===== src/rtl/mem_arb_pkg.sv =====
// Shared types and constants for the memory port arbiter: FSM encoding,
// requester IDs and starvation counter width.
package mem_arb_pkg;

  typedef enum logic [2:0] {
    IDLE   = 3'd0,
    BUSY_I = 3'd1,
    BUSY_D = 3'd2,
    DUMP   = 3'd3,
    HALTED = 3'd4
  } arb_state_t;

  localparam logic PORT_I = 1'b0;
  localparam logic PORT_D = 1'b1;

  localparam int CTR_W = 4;

endpackage


===== src/rtl/mem_arb_starve_ctr.sv =====
// Saturating count of consecutive data grants taken while fetch was waiting.
// clr has priority over inc; at_max flags the saturation value.
module mem_arb_starve_ctr
  import mem_arb_pkg::*;
#(
  parameter int MAX = 4
) (
  input  logic clk,
  input  logic rst,
  input  logic inc,
  input  logic clr,
  output logic at_max
);

  logic [CTR_W-1:0] cnt;

  always_ff @(posedge clk) begin
    if (rst) begin
      cnt <= '0;
    end else if (clr) begin
      cnt <= '0;
    end else if (inc && (cnt != CTR_W'(MAX))) begin
      cnt <= cnt + 1'b1;
    end
  end

  assign at_max = (cnt == CTR_W'(MAX));

endmodule


===== src/rtl/mem_port_arbiter.sv =====
// Shares the single memory port between fetch and data requesters and owns the
// halt-time dump. Optional misaligned-access trap: define MEM_ARB_ALIGN_CHECK_EN.
module mem_port_arbiter
  import mem_arb_pkg::*;
#(
  parameter int ADDR_W     = 16,
  parameter int DATA_W     = 16,
  parameter int STARVE_MAX = 4
) (
  input  logic              clk,
  input  logic              rst,
  input  logic              if_req,
  input  logic [ADDR_W-1:0] if_addr,
  output logic [DATA_W-1:0] if_rdata,
  output logic              if_done,
  output logic              if_stall,
  input  logic              d_req,
  input  logic              d_wr,
  input  logic [ADDR_W-1:0] d_addr,
  input  logic [DATA_W-1:0] d_wdata,
  output logic [DATA_W-1:0] d_rdata,
  output logic              d_done,
  output logic              d_stall,
  input  logic              halt,
  output logic              m_en,
  output logic              m_wr,
  output logic [ADDR_W-1:0] m_addr,
  output logic [DATA_W-1:0] m_wdata,
  output logic              m_createdump,
  input  logic [DATA_W-1:0] m_rdata,
  input  logic              m_done,
  input  logic              m_busy,
  output logic              err
);

  arb_state_t        state;
  logic              cur_wr;
  logic              at_max;
  logic              winner;
  logic              grant;
  logic              grant_i;
  logic              grant_d;
  logic              mis;
  logic              done_i;
  logic              done_d;
  logic [ADDR_W-1:0] win_addr;

  // Issue happens in the request cycle, so arbitration and memory-side
  // outputs are combinational; rst masks every output.
  always_comb begin
    winner   = (d_req && !(at_max && if_req)) ? PORT_D : PORT_I;
    win_addr = (winner == PORT_D) ? d_addr : if_addr;
    grant    = !rst && (state == IDLE) && !halt && (if_req || d_req) && !m_busy;
    grant_d  = grant && (winner == PORT_D);
    grant_i  = grant && (winner == PORT_I);
`ifdef MEM_ARB_ALIGN_CHECK_EN
    mis      = grant && win_addr[0];
`else
    mis      = 1'b0;
`endif
    done_i   = !rst && (state == BUSY_I) && m_done;
    done_d   = !rst && (state == BUSY_D) && m_done;

    m_en         = grant && !mis;
    m_wr         = m_en && grant_d && d_wr;
    m_addr       = m_en ? win_addr : '0;
    m_wdata      = (m_en && grant_d && d_wr) ? d_wdata : '0;
    m_createdump = !rst && (state == DUMP);
    err          = mis;

    if_done  = done_i || (grant_i && mis);
    d_done   = done_d || (grant_d && mis);
    if_rdata = done_i ? m_rdata : '0;
    d_rdata  = (done_d && !cur_wr) ? m_rdata : '0;
    if_stall = !rst && if_req && !if_done;
    d_stall  = !rst && d_req && !d_done;
  end

  mem_arb_starve_ctr #(
    .MAX(STARVE_MAX)
  ) u_starve (
    .clk   (clk),
    .rst   (rst),
    .inc   (grant_d && if_req),
    .clr   (grant_i || (grant_d && !if_req)),
    .at_max(at_max)
  );

  // A trapped misaligned grant completes in place and stays in IDLE.
  always_ff @(posedge clk) begin
    if (rst) begin
      state  <= IDLE;
      cur_wr <= 1'b0;
    end else begin
      case (state)
        IDLE: begin
          if (halt) begin
            state <= DUMP;
          end else if (grant && !mis) begin
            state  <= (winner == PORT_D) ? BUSY_D : BUSY_I;
            cur_wr <= (winner == PORT_D) && d_wr;
          end
        end
        BUSY_I, BUSY_D: begin
          if (m_done) state <= IDLE;
        end
        DUMP:    state <= HALTED;
        HALTED:  state <= HALTED;
        default: state <= IDLE;
      endcase
    end
  end

endmodule


===== config.mk =====
export PLATFORM = sky130hd
export DESIGN_NAME = mem_port_arbiter
export DESIGN_NICKNAME = d
export VERILOG_FILES = /design/src/rtl/mem_arb_pkg.sv /design/src/rtl/mem_arb_starve_ctr.sv /design/src/rtl/mem_port_arbiter.sv
export SDC_FILE = /design/constraint.sdc
export NUM_CORES = 1
export LEC_CHECK = 0
export BUFFER_PORTS_ARGS = -buffer_cell sky130_fd_sc_hd__clkbuf_2
export CAP_MARGIN = 20
export CORE_UTILIZATION = 32
export DETAILED_ROUTE_END_ITERATION = 6
export GPL_TIMING_DRIVEN = 0
export PLACE_DENSITY_LB_ADDON = 0.1
export REMOVE_ABC_BUFFERS = 1
export SYNTH_ARGS = -nofsm -noshare
export SYNTH_HDL_FRONTEND = slang
export SYNTH_SLANG_ARGS = --single-unit

===== constraint.sdc =====
create_clock -name clk -period 3.34 [get_ports clk]
set_input_delay 0.167 -clock clk [delete_from_list [all_inputs] [get_ports clk]]
set_output_delay 0.167 -clock clk [all_outputs]
set_load 0.02 [all_outputs]

==> flow_summary.yaml, run 1 <==
sta:
  finalHoldViolCount: 0
  layout_min_cycle_time_ps: 2713
  clock.fmax_mhz: 368.6
  setup_slack_ps: 626.7
  tns_ps: 0
  rsz0062_at_grt: "false"
  relSlewSlack: 0.4977
  worst_slew_pin_slew_ps: 751.9
  slew_viol_final: 0
  skew_ps: 5.842
  finalSetupViolCount: 0
  post-route-period-util: 0.8124
  hold_slack_ps: 216.3
global_routing:
  overflow: 0
  grtUsageTotal: 0.2293
  antenna_found_initial: 0
  grt_first_pass_wirelength_um: 5809
  grt_pass1_vias: 1130
  grt_max_degree: 19
outcome:
  violations: "design-rule violations"
  status: "finished with violations"
floorplan:
  die_x_um: 57.19
  start_util: 0.3445
  die_y_um: 57.19
  core_um2: 2829
  num_rows: 19
  pin_count: 144
  die_area_um2: 3271
worst_setup_path:
  crit_path_max_fanout: 13
  path_delay_family: "simple AND/OR/NAND/NOR gates"
  cp_cell_sequence: "nor4_2 -> nand3b_1 -> nor3_1 -> buf_4 -> and2_1 -> clkbuf_2"
  cp_slowest_stage_delay_ps: 560
  cp_slowest_cell: "nor3_1"
  critPathArrivalTime_ps: 2550
  crit_buf_inv: 2
  cp_data_required_time_ps: 3170
  worst_setup_path_start_kind: "register"
  crit_path_end_kind: "output port"
  path_class: "register to output port"
synth:
  synth-compound-area-share: 0.2375
  postSynthCellCount: 138
  ys_types: 28
  synth-adder-area-share: 0.02567
  synthSimpleGateAreaFrac: 0.4878
  synth_xor_area_frac: 0
  syn-mean-instance-area_um2: 7.063
  synthTopCellsByArea: "and2_1, dfxtp_1, a22o_1"
  ys_ff_latch: 8
  synth.top_cell.area_share: 0.3145
  yosysSeqAreaShare: 0.1643
  synth_top_family_by_area: "simple AND/OR/NAND/NOR gates"
  synth_area_leader_cell: "and2_1"
  synth.area.mux_share: 0
  syn_area_um2: 974.7
  yosys_warnings: 0
clock_tree:
  clock_latency_ps: 250
  cts-root-buf: "clkbuf_4"
  cts_resized: 0
  cts.sink_count: 8
  ctsHoldBuffers: 0
  post-cts-setup-buffer-count: 0
  clkSlewWorstSetupHoldPaths_ps: 60
  htreeDepth: 1
  cts_buffers: 3
  cts_tree: "built"
  cts_buffer_depth: 2
detailed_routing:
  post_drt_via_cell_ratio: 4.852
  wl_per_cell_um: 13.21
  dr.pass1.iters: 7
  initialDrtViolationCount: 95
  vias: 1480
  drc: 10
  drt_wl_total_um: 4028
  ant_nets: 0
min_path:
  min_path_type: "primary input to register"
placed_design:
  gp_congestion: 0.7794
  dp.final_hpwl_um: 3429
  post-place-ws_ps: 926.8
  placed_cells: 302
  portBuffers: 142
final_layout:
  fin_cells: 305
  nets: 350
  final_common_cell: "clkbuf_2"
  num-fill-cells: 322
  final_cell_mix: "clkbuf_2, and2_1, a22o_1"
  layout-drive-gt1-share: 0.5474
  post-route-util: 0.6028
  antenna_cells: 0
  syn_to_final_growth_pct: 74.97
run:
  drv_cap: 0
power:
  worst_ir_drop_vdd_mv: 0.1839
  leakagePower_nw: 1.033
  powerDensity_nw_per_um2: 180.4
-- per-layer routing --
metal  vias up  GRT usage  wire, µm
li1        747          -         -
met1       659     0.3347      1709
met2        70     0.3445      1856
met3         4    0.06349       434
met4         0    0.03136        27
met5         -          0         0
-- sequential cells by signal, indices dropped and copies added, names as in the netlist --
signal        count
cur_wr            1
u_starve.cnt      4
state             3
-- synthesized netlist by cell type --
master	number
nor4_2	1
nor2_1	7
a21oi_1	5
and3b_1	1
a22o_1	16
buf_4	2
nor2b_1	1
clkbuf_1	5
nor3b_1	1
nand2_1	3
o21ai_0	3
a311oi_1	1
nor3_1	5
and2_1	49
or4_1	2
conb_1	1
nand3b_1	2
buf_2	3
ha_1	2
a31o_2	2
dfxtp_1	8
nand3_1	2
nor2_2	1
and3_1	2
or3_1	2
o311a_1	1
inv_1	8
o31ai_1	2
-- logic make-up after synthesis --
| group | after synthesis |
|---|---|
| adder cells (fa/ha/maj) | 2 |
| other | 1 |
| AND/OR/NAND/NOR | 79 |
| flip-flops | 8 |
| AO/OA/AOI/OAI | 30 |
| buffers and inverters | 18 |
-- final cells by class --
cell class | instances | area, µm² | area share
Sequential cell | 8 | 160.2 | 0.09391
Tap cell | 31 | 38.79 | 0.02274
Multi-Input combinational cell | 112 | 735.7 | 0.4314
Inverter | 8 | 30.03 | 0.01761
Timing Repair Buffer | 143 | 718.2 | 0.4211
Clock buffer | 3 | 22.52 | 0.01321
-- through the flow --
step | area, µm² | power, mW
after floorplan | 925.9 | 0.1673
after global placement | 1675 | 0.2337
after detailed placement | 1683 | 0.2354
after CTS | 1705 | 0.3109
after global routing | 1705 | 0.3291
final | 1705 | 0.3076
-- worst paths after layout --
path	startpoint	to	slack (ps)	cells past startpoint
hold reg to reg	u_starve.cnt[3]$_SDFFE_PP0P_	u_starve.cnt[3]$_SDFFE_PP0P_	490	2
setup / recovery	state[1]$_SDFFE_PP0P_	m_wdata[2]	630	6
hold / removal	halt	state[1]$_SDFFE_PP0P_	220	2
setup reg to reg	state[1]$_SDFFE_PP0P_	cur_wr$_SDFFE_PP0P_	1290	5
-- report_power, final --
group	switching, mW	internal (mW)
sequential	0.00662	0.0996
clock	0.0325	0.0411
combinational	0.0679	0.0599
total	0.107	0.201
No activity file was read; power rests on OpenSTA's default activity.
==> inputs of run 2 (changes only) <==
--- a/config.mk
+++ b/config.mk
@@ -5,9 +5,10 @@
 export SDC_FILE = /design/constraint.sdc
 export NUM_CORES = 1
 export LEC_CHECK = 0
+export ABC_AREA = 1
 export BUFFER_PORTS_ARGS = -buffer_cell sky130_fd_sc_hd__clkbuf_2
 export CAP_MARGIN = 20
-export CORE_UTILIZATION = 32
+export CORE_UTILIZATION = 30
 export DETAILED_ROUTE_END_ITERATION = 6
 export GPL_TIMING_DRIVEN = 0
 export PLACE_DENSITY_LB_ADDON = 0.1
==> constraint.sdc (replaced) <==
create_clock -name clk -period 2.4 [get_ports clk]
set_input_delay 0.12 -clock clk [delete_from_list [all_inputs] [get_ports clk]]
set_output_delay 0.12 -clock clk [all_outputs]
set_load 0.02 [all_outputs]
==> flow_summary.yaml, run 2 <==
power:
  clkPwrFrac: 0.197
  worst_ir_drop_vdd_mv: 0.4345
  leakagePower_nw: 1.348
  power_switching_uw: 386.3
  powerDensity_nw_per_um2: 413.5
  p_seq_frac: 0.221
  power_frac_comb: 0.582
  switching_share: 0.4747
  internal_power_uw: 427.5
synth:
  yosysSeqAreaShare: 0.1316
  synth_area_leader_cell: "nor2_1"
  ys_ff_latch: 8
  ys_types: 24
  yosys_warnings: 0
  synth_edf_count: 0
  synthFlopType: "dfxtp_1"
  syn-mean-instance-area_um2: 5.137
  yosys.cell_count.top_type: "nor2_1"
  postSynthCellCount: 237
  synth.top_cell.area_share: 0.1665
  synth.top_cells.by_count: "nor2_1, inv_1, nand2_1, nand3_1, a21oi_1"
  syn_area_um2: 1217
  synthTopCellsByArea: "nor2_1, inv_1, nand2_1"
  async_flop_share: 0
detailed_routing:
  post_drt_via_cell_ratio: 4.255
  wl_met3_um: 319
  ant_nets: 0
  drc: 0
  highest_layer: "met4"
  met1_length_um: 1707
  drt_wl_total_um: 4199
  wl_per_cell_um: 9.998
  met2_length_um: 2162
  initialDrtViolationCount: 48
  vias: 1787
  dr.pass1.iters: 4
worst_setup_path:
  crit_path_max_fanout: 23
  cp_cell_sequence: "inv_1 -> ha_1 -> nand4_1 -> nand2_4 -> inv_8 -> nand3_4 -> nor2_1 -> clkbuf_2"
  r2r-start: "u_starve.cnt[0]$_SDFFE_PP0P_"
  reg2reg_to: "cur_wr$_SDFFE_PP0P_"
  path_class: "register to output port"
  cp_slowest_stage_delay_ps: 370
  critPathArrivalTime_ps: 1980
  cp_data_required_time_ps: 2280
  reg2reg_depth: 7
  worst_setup_path_start_kind: "register"
  r2r_slack_ps: 790
  cp_slowest_cell: "dfxtp_1"
  crit_path_end_kind: "output port"
final_layout:
  largest_register_ffs: 4
  multiInputGateArea_um2: 782.0
  fin_cells: 420
  top_register: "u_starve.cnt"
  register_area_um2: 160.2
  syn_to_final_growth_pct: 61.67
  layout-drive-gt1-share: 0.4462
  num-fill-cells: 406
  nets: 448
  final_common_cell: "clkbuf_2"
  final_cell_mix: "clkbuf_2, nor2_1, inv_1"
  antenna_cells: 0
  top_regs: "u_starve.cnt: 4 flops, state: 3 flops, cur_wr: 1 flops"
sta:
  skew_ps: 4.489
  clock.fmax_mhz: 476.6
  slew_viol_final: 0
  finalSetupViolCount: 0
  post-route-period-util: 0.8743
  rsz0062_at_grt: "false"
  tns_ps: 0
  layout_min_cycle_time_ps: 2098
  finalHoldViolCount: 0
floorplan:
  pin_count: 144
  core_um2: 3771
  die_x_um: 65.70
  die_y_um: 65.70
  start_util: 0.3228
  num_rows: 22
  die_area_um2: 4316
global_routing:
  grt_max_degree: 24
  antenna_found_initial: 0
  grt_first_pass_wirelength_um: 6210
  overflow: 0
  grt_pass1_vias: 1416
  grtUsageTotal: 0.1801
clock_tree:
  cts_tree: "built"
  cts_buffers: 3
  clkSlewWorstSetupHoldPaths_ps: 40
  htreeDepth: 1
  clock_latency_ps: 230
  cts_buffer_depth: 2
  ctsHoldBuffers: 0
  cts-root-buf: "clkbuf_8"
  post-cts-setup-buffer-count: 0
  cts.sink_count: 8
run:
  drv_cap: 0
min_path:
  min_path_type: "primary input to register"
  min_from: "rst"
  hold_depth: 2
  hold_end: "state[0]$_SDFFE_PP0P_"
placed_design:
  placed_cells: 417
  gp_congestion: 0.8301
  portBuffers: 142
  dp.final_hpwl_um: 3553
outcome:
  status: "completed"
[run 2: area by class of cell]
class | instances | share of cell area
inverters | 55 | 0.1087
well taps | 48 | 0.03051
repair buffers | 142 | 0.3611
flip-flops and latches | 8 | 0.08137
clock buffers | 3 | 0.02098
multi-input cells | 164 | 0.3973
[run 2: metal layers]
layer | global-route usage | vias to the layer above
li1 | - | 970
met1 | 0.1907 | 757
met2 | 0.3546 | 58
met3 | 0.04688 | 2
met4 | 0.02446 | 0
met5 | 0 | -
[run 2: logic make-up after synthesis]
family / count (synthesis) / synth area share
adder cells (fa/ha/maj): 2 / 0.02055
flip-flops: 8 / 0.1315
other: 1 / 0.003080
buffers and inverters: 65 / 0.2302
AO/OA/AOI/OAI: 16 / 0.06886
AND/OR/NAND/NOR: 145 / 0.5457
[run 2: timing repair]
item	4_1_cts	5_1_grt
setup endpoints to repair	16	17
gates resized for setup	1	3
gates cloned	0	0
[run 2: worst max-delay path: cells and delay by family (launching register included)]
kind          cells  cell delay [ps]
simple gates      4              720
fa+ha+maj         1              210
buf+inv           3              450
flops             1              370
[run 2: how the worst max path moves through the flow]
stage | start | end | slack (ps)
finish | u_starve.cnt[0]$_SDFFE_PP0P_ | m_wdata[4] | 300
CTS | u_starve.cnt[0]$_SDFFE_PP0P_ | m_wdata[4] | 100
global route | u_starve.cnt[0]$_SDFFE_PP0P_ | m_wdata[0] | 130
detailed placement | u_starve.cnt[0]$_SDFFE_PP0P_ | m_wdata[4] | 190
floorplan | u_starve.cnt[0]$_SDFFE_PP0P_ | m_wdata[0] | 530
global placement | u_starve.cnt[0]$_SDFFE_PP0P_ | m_wdata[6] | 200
[run 2: metrics by stage]
stage | setup slack, ps | hold slack (ps) | area [µm²] | utilization | total power [mW]
5_1_grt | 125.1 | 223.4 | 1968 | 0.5219 | 0.8917
2_1_floorplan | 526.4 | 189.1 | 1144 | - | 0.4917
3_3_place_gp | 201.8 | 457.5 | 1914 | 0.5076 | 0.6543
4_1_cts | 95.80 | 224.0 | 1958 | 0.5192 | 0.8205
3_5_place_dp | 185.4 | 461.8 | 1914 | 0.5076 | 0.6551
6_report | 301.7 | 220.4 | 1968 | 0.5219 | 0.8137
[run 2: power groups by stage]
stage,sequential (mW),clock (mW),combinational [mW]
global placement,0.181,0,0.473
finish,0.179,0.161,0.474
CTS,0.179,0.165,0.476
global route,0.185,0.178,0.529
floorplan,0.176,0,0.315
detailed placement,0.181,0,0.474
==> inputs of run 3 (changes only) <==
--- a/config.mk
+++ b/config.mk
@@ -8,7 +8,8 @@
 export ABC_AREA = 1
 export BUFFER_PORTS_ARGS = -buffer_cell sky130_fd_sc_hd__clkbuf_2
 export CAP_MARGIN = 20
-export CORE_UTILIZATION = 30
+export CORE_UTILIZATION = 31
+export CTS_BUF_LIST = sky130_fd_sc_hd__clkbuf_4
 export DETAILED_ROUTE_END_ITERATION = 6
 export GPL_TIMING_DRIVEN = 0
 export PLACE_DENSITY_LB_ADDON = 0.1
==> flow_summary.yaml, run 3 (synthesis gave the netlist of run 2 again) <==
outcome:
  status: "completed"
clock_tree:
  cts_tree: "built"
  clkSlewWorstSetupHoldPaths_ps: 50
  post-cts-setup-buffer-count: 0
  cts.sink_count: 8
  ctsHoldBuffers: 0
  htreeDepth: 1
  cts_buffers: 3
  cts-root-buf: "clkbuf_4"
  cts_resized: 1
  cts_buffer_depth: 2
  clock_latency_ps: 250
worst_setup_path:
  cp_slowest_cell: "dfxtp_1"
  path_class: "register to output port"
  crit_path_end_kind: "output port"
  r2r_slack_ps: 790
  cp_data_required_time_ps: 2280
  crit_path_max_fanout: 23
  worst_setup_path_start_kind: "register"
  cp_cell_sequence: "inv_1 -> ha_1 -> nand4_1 -> nand2_4 -> inv_8 -> nand3_4 -> nor2_1 -> clkbuf_2"
  path_delay_family: "simple AND/OR/NAND/NOR gates"
  critPathArrivalTime_ps: 2000
  cp_slowest_stage_delay_ps: 370
  crit_buf_inv: 3
global_routing:
  grt_max_degree: 24
  overflow: 0
  grt_first_pass_wirelength_um: 6403
  grtUsageTotal: 0.1896
  grt_pass1_vias: 1445
  antenna_found_initial: 0
sta:
  finalSetupViolCount: 0
  rsz0062_at_grt: "false"
  skew_ps: 3.036
  finalHoldViolCount: 0
  post-route-period-util: 0.8818
  layout_min_cycle_time_ps: 2116
  slew_viol_final: 0
  clock.fmax_mhz: 472.5
  tns_ps: 0
  setup_slack_ps: 283.7
power:
  power_frac_comb: 0.632
  powerDensity_nw_per_um2: 385.6
  internal_power_uw: 375.3
  clkPwrFrac: 0.131
  leakagePower_nw: 1.340
  switching_share: 0.5007
  worst_ir_drop_vdd_mv: 0.4832
  p_seq_frac: 0.236
  power_switching_uw: 376.4
final_layout:
  antenna_cells: 0
  layout-drive-gt1-share: 0.4462
  multiInputGateArea_um2: 782.0
  syn_to_final_growth_pct: 60.12
  nets: 448
  top_regs: "u_starve.cnt: 4 flops, state: 3 flops, cur_wr: 1 flops"
  largest_register_ffs: 4
  top_register: "u_starve.cnt"
  final_cell_mix: "clkbuf_2, nor2_1, inv_1"
  final_common_cell: "clkbuf_2"
  num-fill-cells: 419
  register_area_um2: 160.2
  post-route-util: 0.5246
detailed_routing:
  ant_nets: 0
  vias: 1772
  wl_per_cell_um: 9.802
  post_drt_via_cell_ratio: 4.219
  dr.pass1.iters: 4
  drc: 0
  initialDrtViolationCount: 55
  drt_wl_total_um: 4117
placed_design:
  portBuffers: 142
  dp.final_hpwl_um: 3499
  post-place-ws_ps: 207.9
  gp_congestion: 0.8721
run:
  drv_cap: 0
floorplan:
  die_y_um: 64.67
  core_um2: 3716
  die_x_um: 64.67
  start_util: 0.3276
  num_rows: 22
  pin_count: 144
  die_area_um2: 4182
min_path:
  min_path_type: "primary input to register"
## run 3: per-stage QoR
step | hold slack, ps | instance area [µm²] | std cells | total power, mW
6_report | 196.4 | 1949 | 420 | 0.7517
5_1_grt | 219.4 | 1949 | 420 | 0.8186
4_1_cts | 200.9 | 1939 | 420 | 0.7577
3_5_place_dp | 468.3 | 1914 | 417 | 0.6529
3_3_place_gp | 455.2 | 1914 | 417 | 0.6535
2_1_floorplan | 189.1 | 1144 | 227 | 0.4917
## run 3: final timing paths
| check | from | cells after the start | endpoint |
|---|---|---|---|
| max | u_starve.cnt[0]$_SDFFE_PP0P_ | 8 | m_wdata[15] |
| max reg2reg | u_starve.cnt[0]$_SDFFE_PP0P_ | 7 | cur_wr$_SDFFE_PP0P_ |
| min | rst | 2 | state[2]$_SDFFE_PP0P_ |
| min reg2reg | state[2]$_SDFFE_PP0P_ | 2 | state[2]$_SDFFE_PP0P_ |
## run 3: cell type report
type	count	share of cell area
clock buffers	3	0.01155
inverters	55	0.1098
well taps	48	0.03081
multi-input cells	164	0.4012
repair buffers	142	0.3646
flip-flops and latches	8	0.08216
## run 3: per-layer routing
metal	global-route usage	share of wire
met3	0.05458	0.072
met2	0.3553	0.51
met4	0.02778	0.0024
met1	0.2135	0.42
met5	0	0
## run 3: power by group through the flow
stage	logic, mW	clock network [mW]	registers (mW)
2_1_floorplan	0.315	0	0.176
3_3_place_gp	0.472	0	0.181
4_1_cts	0.475	0.105	0.178
5_1_grt	0.527	0.110	0.182
3_5_place_dp	0.472	0	0.180
6_report	0.475	0.0988	0.178
